==> config.mk <==
export PLATFORM = sky130hd
export DESIGN_NAME = sad_ab_mem
export DESIGN_NICKNAME = d
export VERILOG_FILES = /design/src/rtl/sad_pkg.sv /design/src/rtl/sad_pix_ram.sv /design/src/rtl/sad_ab_mem.sv
export SDC_FILE = /design/constraint.sdc
export NUM_CORES = 1
export LEC_CHECK = 0
export CAP_MARGIN = 10
export CORE_AREA = 10 10 153 155
export DETAILED_ROUTE_END_ITERATION = 8
export DIE_AREA = 0 0 163 165
export MAX_ROUTING_LAYER = met4
export PLACE_DENSITY_LB_ADDON = 0.25
export SKIP_LAST_GASP = 1
export SYNTH_ARGS = -nofsm -noshare
export SYNTH_HDL_FRONTEND = slang
export SYNTH_SLANG_ARGS = --single-unit
==> constraint.sdc <==
create_clock -name clk -period 8.4 [get_ports clk]
set_input_delay 1.68 -clock clk [delete_from_list [all_inputs] [get_ports clk]]
set_output_delay 1.68 -clock clk [all_outputs]
set_load 0.02 [all_outputs]
==> src/rtl/sad_pkg.sv <==
// Shared constants and FSM state type for the SAD engine blocks.
package sad_pkg;

  localparam int SAD_DEPTH  = 16;
  localparam int SAD_DATA_W = 8;

  typedef enum logic [1:0] {
    FILL   = 2'd0,
    LAUNCH = 2'd1,
    SERVE  = 2'd2
  } sad_mem_state_t;

endpackage

==> src/rtl/sad_pix_ram.sv <==
// Pixel-pair register array: one synchronous write port, one combinational read port.
module sad_pix_ram
  import sad_pkg::*;
#(
  parameter int WIDTH  = 2 * SAD_DATA_W,
  parameter int DEPTH  = SAD_DEPTH,
  parameter int ADDR_W = $clog2(DEPTH)
) (
  input  logic              clk,
  input  logic              we,
  input  logic [ADDR_W-1:0] wr_addr,
  input  logic [WIDTH-1:0]  wr_data,
  input  logic [ADDR_W-1:0] rd_addr,
  output logic [WIDTH-1:0]  rd_data
);

  logic [WIDTH-1:0] mem [DEPTH];

  always_ff @(posedge clk) begin
    if (we) begin
      mem[wr_addr] <= wr_data;
    end
  end

  assign rd_data = mem[rd_addr];

endmodule

==> src/rtl/sad_ab_mem.sv <==
// Dual A/B pixel-block store: fills from the host, launches the SAD controller,
// then serves its zero-latency reads until the controller signals completion.
module sad_ab_mem
  import sad_pkg::*;
#(
  parameter int DATA_W = SAD_DATA_W,
  parameter int DEPTH  = SAD_DEPTH,
  parameter int ADDR_W = $clog2(DEPTH)
) (
  input  logic              clk,
  input  logic              rst,
  input  logic              wr_valid,
  output logic              wr_ready,
  input  logic [DATA_W-1:0] wr_a,
  input  logic [DATA_W-1:0] wr_b,
  output logic              go,
  input  logic              AB_rd,
  input  logic [ADDR_W-1:0] rd_idx,
  output logic [DATA_W-1:0] a_data,
  output logic [DATA_W-1:0] b_data,
  input  logic              sad_reg_ld,
  output logic              busy,
  output logic              seq_err,
  output logic [15:0]       frames
);

  localparam logic [ADDR_W:0] DEPTH_C = (ADDR_W + 1)'(DEPTH);
  localparam logic [ADDR_W:0] LAST_C  = (ADDR_W + 1)'(DEPTH - 1);

  sad_mem_state_t    state_reg, state_next;
  logic [ADDR_W:0]   fill_cnt_reg, fill_cnt_next;
  logic [ADDR_W:0]   rd_cnt_reg, rd_cnt_next;
  logic [ADDR_W:0]   rd_cnt_plus;
  logic [15:0]       frames_reg, frames_next;
  logic              go_reg, go_next;
  logic              seq_err_reg, seq_err_next;
  logic              wr_en;
  logic              rd_oob;
  logic              proto_err;
  logic [2*DATA_W-1:0] rd_word;

  assign wr_ready = (state_reg == FILL);
  assign wr_en    = wr_ready && wr_valid;
  assign rd_oob   = ({1'b0, rd_idx} >= DEPTH_C);

  // A read in the same cycle as completion counts toward the expected total.
  assign rd_cnt_plus = rd_cnt_reg + {{ADDR_W{1'b0}}, AB_rd};

  assign proto_err = (AB_rd && ((state_reg != SERVE) || rd_oob)) ||
                     (sad_reg_ld && ((state_reg != SERVE) || (rd_cnt_plus != DEPTH_C)));

  always_comb begin
    state_next    = state_reg;
    fill_cnt_next = fill_cnt_reg;
    rd_cnt_next   = rd_cnt_reg;
    frames_next   = frames_reg;
    go_next       = 1'b0;
    seq_err_next  = seq_err_reg | proto_err;
    case (state_reg)
      FILL: begin
        if (wr_valid) begin
          if (fill_cnt_reg == LAST_C) begin
            fill_cnt_next = '0;
            state_next    = LAUNCH;
            go_next       = 1'b1;
          end else begin
            fill_cnt_next = fill_cnt_reg + 1'b1;
          end
        end
      end
      LAUNCH: state_next = SERVE;
      SERVE: begin
        if (AB_rd) begin
          rd_cnt_next = rd_cnt_plus;
        end
        if (sad_reg_ld) begin
          frames_next = frames_reg + 16'd1;
          rd_cnt_next = '0;
          state_next  = FILL;
        end
      end
      default: state_next = FILL;
    endcase
  end

  always_ff @(posedge clk) begin
    if (rst) begin
      state_reg    <= FILL;
      fill_cnt_reg <= '0;
      rd_cnt_reg   <= '0;
      frames_reg   <= '0;
      go_reg       <= 1'b0;
      seq_err_reg  <= 1'b0;
    end else begin
      state_reg    <= state_next;
      fill_cnt_reg <= fill_cnt_next;
      rd_cnt_reg   <= rd_cnt_next;
      frames_reg   <= frames_next;
      go_reg       <= go_next;
      seq_err_reg  <= seq_err_next;
    end
  end

  sad_pix_ram #(
    .WIDTH  (2 * DATA_W),
    .DEPTH  (DEPTH),
    .ADDR_W (ADDR_W)
  ) u_ram (
    .clk     (clk),
    .we      (wr_en),
    .wr_addr (fill_cnt_reg[ADDR_W-1:0]),
    .wr_data ({wr_b, wr_a}),
    .rd_addr (rd_idx),
    .rd_data (rd_word)
  );

  assign a_data  = rd_oob ? '0 : rd_word[DATA_W-1:0];
  assign b_data  = rd_oob ? '0 : rd_word[2*DATA_W-1:DATA_W];
  assign go      = go_reg;
  assign busy    = (state_reg != FILL);
  assign seq_err = seq_err_reg;
  assign frames  = frames_reg;

endmodule

==> run summary, run 1 <==
status -> complete, no violations
gpl congestion -> 0.7961
RSZ-0062 raised after global routing -> no
Reg clk slew, reported paths -> 0.06 ns
Worst Hold Class -> reg -> reg
first-pass GRT wire length -> 35,540 µm
PnR Total Power -> 0.002871 W
Initial Util -> 54.84%
HPWL after DPL -> 12,890 µm
minimum clock period -> 6.054 ns
share of post-route cells with drive strength above 1 -> 21.09%
Final Hold Vio Count -> 0
Die ar. -> 0.02690 mm²
CTS Sinks -> 286
VDD IR max -> 0.0001529 V
routed via count -> 5,686
io pins -> 61
Yosys top cell area share -> 69.49%
detailed-route wire length -> 22,930 µm
Post-DRT Antenna Nets -> 0
Syn Std Cell Area -> 0.01106 mm²
R2R Path End -> u_ram.mem[15][1]$_DFFE_PP_
# hold bufs at CTS -> 0
cells after synthesis -> 576
synth warn -> 0
Nets -> 691
post-layout util -> 64.08%
area grow syn2layout -> 16.83%
CTS tree -> yes
most area-consuming cells after synthesis -> edfxtp_1 69%, mux4_2 13%, dfxtp_1 5.4%
grt ovf -> 0
CP Max Fanout -> 46
startpoint types -> input port
Sum Neg Setup Slack -> 0 ns
CTS Buffer Depth -> 3
path depth of the worst reg2reg path -> 4
Unique masters post-synth -> 41
Antenna Cells -> 0
worst hold slack -> 0.4631 ns
initial antenna violation count -> 0
# H-tree levels -> 1
leakage -> 4.147 nW
DR pass1 iterations -> 5
Crit path required time -> 6.72 ns
register bit count reported by yosys -> 286
hold path startpoint -> rd_cnt_reg[0]$_SDFFE_PP0P_
PostCTS Resize Cnt -> 0
Vias per Instance -> 5.998
Largest register FFs -> 256
CP endpoint kind -> output port
syn avg cell area -> 19.20 µm²
CTS buffer count -> 27
Crit Reg-Reg Startpoint -> state_reg[1]$_SDFFE_PP0P_
routed wire length per instance -> 24.19 µm
sequential fraction of the synthesis area -> 74.92%
clock root cell -> clkbuf_16
First DRT Iteration DRCs -> 525
largest net degree at the start of global routing -> 49
final worst slack -> 2.346 ns
Rel. slew slack -> 19.67%
Hold Path End -> rd_cnt_reg[0]$_SDFFE_PP0P_
Core Area -> 0.02017 mm²
worst-skew pair later-pin latency -> 0.51 ns
Hold Path Cell Cnt -> 2
gr usage total -> 17.78%
Worst-Margin Slew -> 1.205 ns
Setup violations, final -> 0
Synth area leader -> edfxtp_1
Arrival @ worst endpoint -> 4.37 ns
Syn Nets -> 608
flop2flop setup slack -> 6.25 ns
Port Buffer Count -> 60
ys flop type -> edfxtp_1
PwrDens -> 222.1 mW/mm²
Tcrit/Tclk final -> 72.07%
Post-synth ARST share -> 0%
EDFF count, synth -> 256
Chip Height -> 165 µm
Clock Skew -> 0.007367 ns
vias in the first global route -> 5,944
total count of max-transition violations in the final report -> 0
Setup WS pre-CTS -> 2.281 ns
Max Clock Freq -> 165.2 MHz
die width -> 163 µm
max_cap viols -> 0
DRC viols -> 0
Fillers -> 1,372
critical path type -> in -> out
row cnt -> 52
total setup buffers inserted after CTS -> 0
==> metal layers <==
| metal | GRT usage [%] | part of all wire [%] |
|---|---|---|
| met4 | 4.139 | 1.9 |
| met2 | 27.92 | 49 |
| met5 | - | 0 |
| met1 | 24.56 | 43 |
| met3 | 2.315 | 6.3 |
==> where the power goes <==
| group | switching, W | internal [W] |
|---|---|---|
| sequential | 0.00000380 | 0.00156 |
| clock | 0.000476 | 0.000677 |
| combinational | 0.0000853 | 0.0000663 |
==> synthesized netlist by cell type, drive strengths merged, types with 4 or more instances <==
master / count
o21ai: 6
edfxtp: 256
xor2: 9
nand2: 28
nor2: 37
clkbuf: 17
a22oi: 33
nor3: 6
buf: 11
nand3: 5
nor2b: 4
mux4: 64
nand4: 6
dfxtp: 30
a21oi: 13
inv: 6
ha: 7
==> layout make-up <==
class	instances	area, µm²	share of cell area (%)
clock buffers	32	694.4	5.373
clock inverters	16	147.6	1.142
inverters	6	22.52	0.1743
multi-input cells	256	2675	20.70
flip-flops and latches	286	8288	64.13
well taps	270	337.8	2.614
repair buffers	82	758.2	5.867
==> cells in the final DEF, fill, tap and decap left out, drive strengths merged, types with 4 or more instances in the layout <==
cell / n
a21oi: 13
clkdlybuf4s50: 58
buf: 24
nand4: 6
mux4: 64
xor2: 9
nor2b: 4
clkbuf: 32
o21ai: 6
a22oi: 33
ha: 7
nor2: 37
nand2: 28
clkinv: 11
nor3: 6
edfxtp: 256
nand3: 5
dfxtp: 30
inv: 6
==> cell families after synthesis <==
| family | synth area share, % |
|---|---|
| muxes | 13.31 |
| adders and majority gates | 0.7917 |
| DFF | 74.92 |
| xor gates and xnor gates | 0.8710 |
| buffers and inverters | 1.301 |
| AOI/OAI and AO/OA | 3.586 |
| and+or+nand+nor | 5.214 |
==> metrics by stage <==
step	area (µm²)	cells
2_1_floorplan	11060	576
3_3_place_gp	12080	900
3_5_place_dp	12080	900
4_1_cts	12920	948
5_1_grt	12920	948
6_report	12920	948
==> worst max path at each step <==
stage                     slack [ns]  cells past startpoint      start        end
after CTS                       2.27                      6  rd_idx[0]  b_data[5]
after detailed placement        2.28                      6  rd_idx[0]  b_data[2]
final                           2.35                      6  rd_idx[1]  b_data[4]
after global placement          2.34                      6  rd_idx[0]  a_data[5]
after global routing            2.13                      6  rd_idx[0]  b_data[1]
after floorplan                 3.67                      5  rd_idx[0]  a_data[4]
==> critical path: stages <==
cell	delay [ns]
buf_2	0.88
buf_4	0.46
mux4_2	0.36
a22oi_1	0.27
nand2_1	0.14
clkdlybuf4s50_1	0.56
(Power assumes the default switching activity.)
==> inputs of run 2 (changes only) <==
Settings changed: CORE_AREA 10 10 153 155 to 10 10 156 158, DIE_AREA 0 0 163 165 to 0 0 166 168.
Clock period 8.4 ns to 5.1 ns, I/O delays scaled along.
==> run 2 against run 1 <==
Effect of this change: clock-buffer cell count is 6 higher; final area up 0.41%; sequential share of layout area down 0.26 points; worst hold slack better by 0.0096 ns; clock power increased by 60%; core utilization is 3.5 points lower; cell count grew 1.8%; total power grew 63%; die area up 3.7%; critical path depth did not move; combinational power up 68%; clock skew down 0.0015 ns; highest routed layer unchanged.
==> run summary, run 2 (synthesized netlist as in run 1, its figures left out) <==
status -> complete, no violations
die width -> 166 µm (+1.8%)
CP Max Fanout -> 28 (-39%)
detailed-route wire length -> 23,120 µm (+0.84%)
Tcrit/Tclk final -> 83.10%
area grow syn2layout -> 17.31%
CTS Sinks -> 286 (unchanged)
Clock Skew -> 0.005899 ns (-0.001468 ns)
peak per-stage delay on the critical path -> 0.55 ns (-0.33 ns)
share of post-route cells with drive strength above 1 -> 20.88% (-0.22 points)
worst-skew pair later-pin latency -> 0.52 ns (about the same)
Initial Util -> 51.65% (-3.2 points)
# H-tree levels -> 1 (unchanged)
First DRT Iteration DRCs -> 368 (-30%)
Core Area -> 0.02142 mm² (+6.2%)
Largest register FFs -> 256 (unchanged)
max_cap viols -> 0 (unchanged)
gr usage total -> 16.96% (-0.82 points)
DR pass1 iterations -> 5 (unchanged)
minimum clock period -> 4.238 ns
Sum Neg Setup Slack -> 0 ns (unchanged)
first-pass GRT wire length -> 36,090 µm (+1.6%)
startpoint types -> input port
CP endpoint kind -> output port
initial antenna violation count -> 0 (unchanged)
DRC viols -> 0 (unchanged)
Vias per Instance -> 5.910 (-1.5%)
Rel. slew slack -> 60.81% (+41 points)
Arrival @ worst endpoint -> 3.22 ns (-1.15 ns)
Reg clk slew, reported paths -> 0.06 ns (about the same)
Final Hold Vio Count -> 0 (unchanged)
Max Clock Freq -> 236.0 MHz
Nets -> 697 (+0.87%)
CP bufs+invs -> 3 (unchanged)
Die ar. -> 0.02789 mm² (+3.7%)
total setup buffers inserted after CTS -> 0 (unchanged)
Antenna Cells -> 0 (unchanged)
HPWL after DPL -> 13,520 µm (+4.9%)
Worst Hold Class -> reg -> reg
Port Buffer Count -> 60 (unchanged)
Fillers -> 1,502 (+9.5%)
Setup violations, final -> 0 (unchanged)
clock root cell -> clkbuf_16
# hold bufs at CTS -> 0 (unchanged)
routed via count -> 5,703 (+0.30%)
leakage -> 4.174 nW (+0.64%)
Crit path required time -> 4.08 ns (-2.64 ns)
most frequent cells in the layout -> 256 x edfxtp_1, 64 x mux4_2, 58 x clkdlybuf4s50_1
gpl congestion -> 0.7409 (-6.9%)
post-layout util -> 60.59% (-3.5 points)
grt ovf -> 0 (unchanged)
row cnt -> 54 (+3.8%)
critical path type -> in -> out
most common cell after layout, fill and taps aside -> edfxtp_1
CTS tree -> yes
PwrDens -> 360.6 mW/mm² (+62%)
io pins -> 61 (unchanged)
CTS buffer count -> 27 (unchanged)
vias in the first global route -> 6,054 (+1.9%)
largest net degree at the start of global routing -> 65 (+33%)
Post-DRT Antenna Nets -> 0 (unchanged)
Slowest-stage cell, CP -> clkdlybuf4s50_1
RSZ-0062 raised after global routing -> no
VDD IR max -> 0.0002237 V (+46%)
PostCTS Resize Cnt -> 0 (unchanged)
routed wire length per instance -> 23.96 µm (-0.93%)
CTS Buffer Depth -> 3 (unchanged)
Chip Height -> 168 µm (+1.8%)
CP dominant cell by count -> buf_4
critical path's top delay family -> buffers and inverters
critical path, cell by cell -> buf_4 -> buf_4 -> mux4_2 -> a22oi_1 -> nand2_1 -> clkdlybuf4s50_1
Worst-Margin Slew -> 0.5879 ns (-0.6170 ns)
total count of max-transition violations in the final report -> 0 (unchanged)
run 2: path summary, 6_finish.rpt:
kind              slack (ns)                  startpoint  depth (start not counted)                    endpoint
setup / recovery        0.86                   rd_idx[0]                          6                   b_data[2]
hold / removal          0.47  rd_cnt_reg[0]$_SDFFE_PP0P_                          2  rd_cnt_reg[0]$_SDFFE_PP0P_
hold reg to reg         0.47  rd_cnt_reg[0]$_SDFFE_PP0P_                          2  rd_cnt_reg[0]$_SDFFE_PP0P_
setup reg to reg        2.86   state_reg[1]$_SDFFE_PP0P_                          4  u_ram.mem[15][1]$_DFFE_PP_
run 2: layer usage:
metal	wire (µm)	track usage (%)	up-vias	part of all wire [%]
met5	0	-	-	0
met4	368	3.968	0	1.6
met3	1263	2.468	32	5.5
met2	11880	28.20	190	51
met1	9606	21.81	2954	42
li1	-	-	2527	-
run 2: stage by stage:
stage	cell area [µm²]	std cells	hold WS [ns]	setup slack [ns]	power, W
6_report	12980	965	0.4727	0.8620	0.004679
5_1_grt	12980	965	0.4936	0.6675	0.004836
4_1_cts	12980	965	0.4773	0.8064	0.004721
3_5_place_dp	12160	916	0.4665	0.8112	0.002888
3_3_place_gp	12160	916	0.4466	0.8420	0.002879
2_1_floorplan	11060	576	0.4356	1.686	0.002767
run 2: cell type report:
class / instances / area [µm²] / share of cell area, %
multi-input combinational: 256 / 2670 / 20.58
inverter: 6 / 22.52 / 0.1736
clock buffer: 38 / 747.0 / 5.756
tap: 280 / 350.3 / 2.700
clock inverter: 11 / 70.07 / 0.5400
sequential: 286 / 8288 / 63.87
timing repair buffer: 88 / 828.3 / 6.383
run 2: worst reg2reg max path, stage by stage (launching register included):
cell     delay, ns
dfxtp_1       0.36
nor3b_2       0.46
nand2_1       0.34
nor2_2        0.40
buf_4         0.35
run 2: where the power goes:
part	switching (W)	internal, W
Sequential	0.00000629	0.00257
Combinational	0.000142	0.000114
Clock	0.000782	0.00106
